`src/rtl/note_sequence_mux.sv`:
```
// note_sequence_mux
//   Note-position sequencer. It steps through NUM_NOTES packed note slots and
//   presents one DATA_W value per step, paced by step_en. It sits between the
//   per-note position registers and the note renderer / audio trigger logic.
//   It supports a programmable length, one-shot and loop modes, start/stop
//   control and status flags.
//
// Ports
//   clk_in     single clock, all logic on the rising edge
//   rst        synchronous, active-high reset; overrides every other input
//   start      begin (or restart) a sequence from slot 0, latching len
//   stop       abort the running sequence (no done pulse)
//   step_en    advance one slot this cycle (ignored while idle)
//   loop_mode  1: wrap to slot 0 after the last slot, 0: one-shot
//   len        active slot count; 0 or > NUM_NOTES selects NUM_NOTES
//   x_in_flat  slot k at bits [k*DATA_W +: DATA_W], sampled at step time
//   x_out      registered note value
//   x_valid    1-cycle pulse when x_out updates
//   counter    index of the next slot to emit
//   busy       high while a sequence is running
//   wrap       1-cycle pulse, coincident with x_valid, when loop mode wraps
//   done       1-cycle pulse, coincident with x_valid, on one-shot completion
//
// Priority in every cycle: rst > stop > start > step_en.
// All outputs are registered; no combinational path from inputs to outputs.

module note_sequence_mux #(
  parameter int DATA_W    = 10,
  parameter int NUM_NOTES = 32,
  parameter int IDX_W     = $clog2(NUM_NOTES + 1)
) (
  input  logic                        clk_in,
  input  logic                        rst,
  input  logic                        start,
  input  logic                        stop,
  input  logic                        step_en,
  input  logic                        loop_mode,
  input  logic [IDX_W-1:0]            len,
  input  logic [NUM_NOTES*DATA_W-1:0] x_in_flat,
  output logic [DATA_W-1:0]           x_out,
  output logic                        x_valid,
  output logic [IDX_W-1:0]            counter,
  output logic                        busy,
  output logic                        wrap,
  output logic                        done
);

  // Width of a slot index; counter stays below NUM_NOTES while running, so
  // its low SEL_W bits address the slot directly.
  localparam int SEL_W = (NUM_NOTES > 1) ? $clog2(NUM_NOTES) : 1;

  localparam logic [IDX_W-1:0] NOTES_W = IDX_W'(NUM_NOTES);
  localparam logic [IDX_W-1:0] ONE_W   = IDX_W'(1);

  typedef enum logic {
    IDLE = 1'b0,
    RUN  = 1'b1
  } state_t;

  state_t state, state_n;

  logic [IDX_W-1:0]  len_q, len_n;
  logic [IDX_W-1:0]  counter_n;
  logic [DATA_W-1:0] x_out_n;
  logic              x_valid_n;
  logic              wrap_n;
  logic              done_n;

  logic [IDX_W-1:0]  len_eff;
  logic [IDX_W-1:0]  last_idx;
  logic [DATA_W-1:0] slots [NUM_NOTES];
  logic [DATA_W-1:0] cur_slot;

  // Unpack the flat slot bus into an indexable array.
  always_comb begin
    for (int unsigned k = 0; k < NUM_NOTES; k++) begin
      slots[k] = x_in_flat[k*DATA_W +: DATA_W];
    end
  end

  assign cur_slot = slots[counter[SEL_W-1:0]];

  // Out-of-range or zero length means "use every slot".
  assign len_eff  = ((len == '0) || (len > NOTES_W)) ? NOTES_W : len;
  assign last_idx = len_q - ONE_W;

  always_comb begin
    state_n   = state;
    len_n     = len_q;
    counter_n = counter;
    x_out_n   = x_out;
    x_valid_n = 1'b0;
    wrap_n    = 1'b0;
    done_n    = 1'b0;

    unique case (state)
      IDLE: begin
        // stop outranks start even while idle; step_en is ignored here.
        if (!stop && start) begin
          len_n     = len_eff;
          counter_n = '0;
          state_n   = RUN;
        end
      end

      RUN: begin
        if (stop) begin
          counter_n = '0;
          state_n   = IDLE;
        end else if (start) begin
          // Restart: a simultaneous step_en is dropped.
          len_n     = len_eff;
          counter_n = '0;
        end else if (step_en) begin
          x_out_n   = cur_slot;
          x_valid_n = 1'b1;
          if (counter == last_idx) begin
            counter_n = '0;
            if (loop_mode) begin
              wrap_n = 1'b1;
            end else begin
              done_n  = 1'b1;
              state_n = IDLE;
            end
          end else begin
            counter_n = counter + ONE_W;
          end
        end
      end

      default: begin
        state_n   = IDLE;
        counter_n = '0;
      end
    endcase
  end

  always_ff @(posedge clk_in) begin
    if (rst) begin
      state   <= IDLE;
      len_q   <= '0;
      counter <= '0;
      x_out   <= '0;
      x_valid <= 1'b0;
      busy    <= 1'b0;
      wrap    <= 1'b0;
      done    <= 1'b0;
    end else begin
      state   <= state_n;
      len_q   <= len_n;
      counter <= counter_n;
      x_out   <= x_out_n;
      x_valid <= x_valid_n;
      busy    <= (state_n == RUN);
      wrap    <= wrap_n;
      done    <= done_n;
    end
  end

endmodule

```
`config.mk`:
```
export PLATFORM = sky130hd
export DESIGN_NAME = note_sequence_mux
export DESIGN_NICKNAME = d
export VERILOG_FILES = /design/src/rtl/note_sequence_mux.sv
export SDC_FILE = /design/constraint.sdc
export NUM_CORES = 1
export LEC_CHECK = 0
export ABC_AREA = 1
export CAP_MARGIN = 20
export CORE_AREA = 2 2 137 139
export CTS_CLUSTER_DIAMETER = 100
export DETAILED_ROUTE_END_ITERATION = 7
export DIE_AREA = 0 0 139 141
export GPL_TIMING_DRIVEN = 1
export PLACE_DENSITY_LB_ADDON = 0.1
export SLEW_MARGIN = 40
export SYNTH_ARGS = -nofsm -noshare
export SYNTH_HDL_FRONTEND = slang
export SYNTH_SLANG_ARGS = --single-unit
```
`constraint.sdc`:
```
create_clock -name clk_in -period 2.99 [get_ports clk_in]
set_clock_uncertainty 0.2 [all_clocks]
set_input_delay 0.4485 -clock clk_in [delete_from_list [all_inputs] [get_ports clk_in]]
set_output_delay 0.4485 -clock clk_in [all_outputs]
set_load 0.03 [all_outputs]
```
==> flow_summary.toml <==
[finish]
n_fill_cell = 2039
fin_area_sq_um = 9120
stdcell_count = 1725
multi_input_area_sq_um = 3700
nNetsFinal = 1825
drive_gt1_share_pct = 2.95
utilization_pct = 49.9
syn_to_final_growth_pct = 68.2
final_common_cell = "nand2_1"
seq_area_sq_um = 529
final_cell_mix = "560 x nand2_1, 351 x clkdlybuf4s50_1, 227 x inv_1"

[critical_path]
end_kind = "register"
critPathArrivalTime_ns = 2.44
worstPathMaxFanout = 71
start_kind = "register"
critPathKind = "reg2reg"
cpPeakStageDelay_ns = 0.64
cp_slowest_cell = "dfxtp_4"
worstPathCellList = "buf_4, ha_1, nand2_1, nor2_1, o21ai_0, inv_1, nand3_1, a21oi_1"
critical_path.top_delay_family = "buffers and inverters"
critical_path_required_ns = 2.98
path_buf_inv = 2

[power_and_ir_drop]
swShare_pct = 29.0
power.switching_mw = 0.429
pwr-share-seq_pct = 24.5
powerDensity_nw_per_um2 = 162
vdd_drop_max_mv = 0.160
clkPwrFrac_pct = 20.6
p_leak_nw = 4.85
p_int_mw = 1.05
p_comb_share_pct = 54.9

[job]
timing.max_cap.violations = 0

[synth]
syn_avg_cell_area_sq_um = 4.54
synth_edf_count = 0
syn_nets = 1527
yosysTopAreaCell = "nand2_1"
ys_seq_area_share_pct = 9.60
syn_area_sq_um = 5420
synthFlopType = "dfxtp_1"
async_flop_share_pct = 0
ys_warn_count = 0
synth_top_area_share_pct = 38.8
ys_types = 27
netlist_instances = 1193
ys_seq_elements = 26
synth.area.top_cells = "nand2_1 39%, nand3_1 18%, inv_1 16%, dfxtp_1 9.6%, buf_2 3.3%"

[timing]
final-hold-violation-count = 0
drv_slew = 0
finalSetupViolCount = 0
grt_setup_unrepaired = "false"
worstMarginPinSlew_ns = 0.702
fin_crit_sh_pct = 82.2
fmax_mhz = 407
max-slew-margin-rel_pct = 53.2
min_period_ns = 2.46
fin_setup_tns_ns = 0

[route]
wl_met2_microns = 12200
wl_per_cell_microns = 14.3
wl_met1_microns = 10700
ant_nets = 0
drt_iter0_markers = 363
vias = 7699
routed-wl-met3_microns = 1510
highest_layer = "met4"
drc = 0
vias_per_cell = 4.46
firstDrtPassIters = 5
drt_wl_total_microns = 24700

[global_route]
grt_use_total_pct = 24.2
grt_pass1_vias = 7340
antenna_found_initial = 2
grt-ovfl-total = 0
grt_max_degree = 98
grt_pass1_wl_microns = 38400

[cts]
cts_hold_buf = 0
cts_resized = 0
clk_latency_ns = 0.26
tritoncts = "built"
numClockSinks = 26
clk_path_buf_depth = 2
cts.clk_slew.worst_paths_ns = 0.07
clockRootBuffer = "clkbuf_16"
ctsHtreeMaxLevel = 1
numCtsBuffers = 3
postCtsSetupBuffers = 0

[placed_design]
place_area_sq_um = 9040
dp.cells = 1720
hpwl_microns = 19700
io_buffers = 351
gp_congestion = 0.896

[die]
initial_core_util_pct = 29.7
fp.dieW_microns = 139
row_count = 50
die_h_microns = 141
core_sq_um = 18300
die_area_sq_um = 19600
ios = 352

[run_status]
outcome = "complete, no violations"

[worst_hold_path]
hp-class = "reg2reg"
stage by stage:
step / hold WS (ns) / total power, mW / worst slack [ns]
6_report: 0.306 / 1.48 / 0.533
3_3_place_gp: 0.282 / 1.18 / 0.513
4_1_cts: 0.310 / 1.49 / 0.519
5_1_grt: 0.329 / 1.58 / 0.289
3_5_place_dp: 0.296 / 1.18 / 0.502
2_1_floorplan: 0.255 / 0.662 / 1.15
synth_stat cells, types with 2 or more instances:
cell and instances:
nand4_1 2, nand3_1 194, ha_1 2, buf_4 2
dfxtp_1 26, clkbuf_1 18, xor2_1 5, or2_2 20
a211oi_1 2, o211ai_1 10, a21oi_1 11, buf_1 14
nor2_1 37, a22oi_1 3, buf_2 36, inv_2 2
nand2_1 560, o21ai_0 4, inv_1 227, clkinv_1 2
or2_1 10
power by group through the flow:
stage / Combinational (mW) / Clock [mW] / Sequential [mW]
3_5_place_dp: 0.811 / 0 / 0.370
3_3_place_gp: 0.810 / 0 / 0.369
2_1_floorplan: 0.288 / 0 / 0.375
6_report: 0.810 / 0.304 / 0.361
5_1_grt: 0.898 / 0.324 / 0.363
4_1_cts: 0.816 / 0.311 / 0.362
final timing paths:
kind,startpoint,to,slack [ns],cells after the start
hold reg to reg,len_q[1]$_SDFFE_PP0P_,len_q[1]$_SDFFE_PP0P_,0.31,2
setup reg to reg,counter[0]$_SDFFE_PP0P_,counter[4]$_SDFFE_PP0P_,0.53,8
hold / removal,len_q[1]$_SDFFE_PP0P_,len_q[1]$_SDFFE_PP0P_,0.31,2
setup / recovery,counter[0]$_SDFFE_PP0P_,counter[4]$_SDFFE_PP0P_,0.53,8
kinds of logic after synthesis:
| kind of cell | share of synthesized area (%) |
|---|---|
| flops | 9.60 |
| compound gates | 3.46 |
| xor+xnor | 0.969 |
| simple gates | 63.4 |
| fa+ha+maj | 0.462 |
| buf+inv | 22.1 |
metal layers:
metal  up-vias  GRT usage, %
li1       4121             -
met1      3324          30.0
met2       238          44.9
met3        16          4.14
met4         0          2.98
met5         -             0
worst register-to-register path: cells and delay by family, from the launching register on:
family                   cells  cell delay [ns]
buffers and inverters        2             0.74
flip-flops                   1             0.64
adder cells (fa/ha/maj)      1             0.32
AND/OR/NAND/NOR              3             0.27
AO/OA/AOI/OAI                2             0.22
state kept, by name, indices dropped and copies added, names as in the netlist:
signal / flops
x_out: 10
done: 1
wrap: 1
state: 1
x_valid: 1
counter: 6
len_q: 6
area by class of cell:
cell class              count  share of cell area [%]
multi-input cells         864                    40.6
repair buffers            365                    40.0
inverters                 231                    9.54
flip-flops and latches     26                    5.80
well taps                 234                    3.21
clock buffers               3                   0.823
clock inverters             1                  0.0412
diodes                      1                  0.0274
No activity file was read; power rests on OpenSTA's default activity.
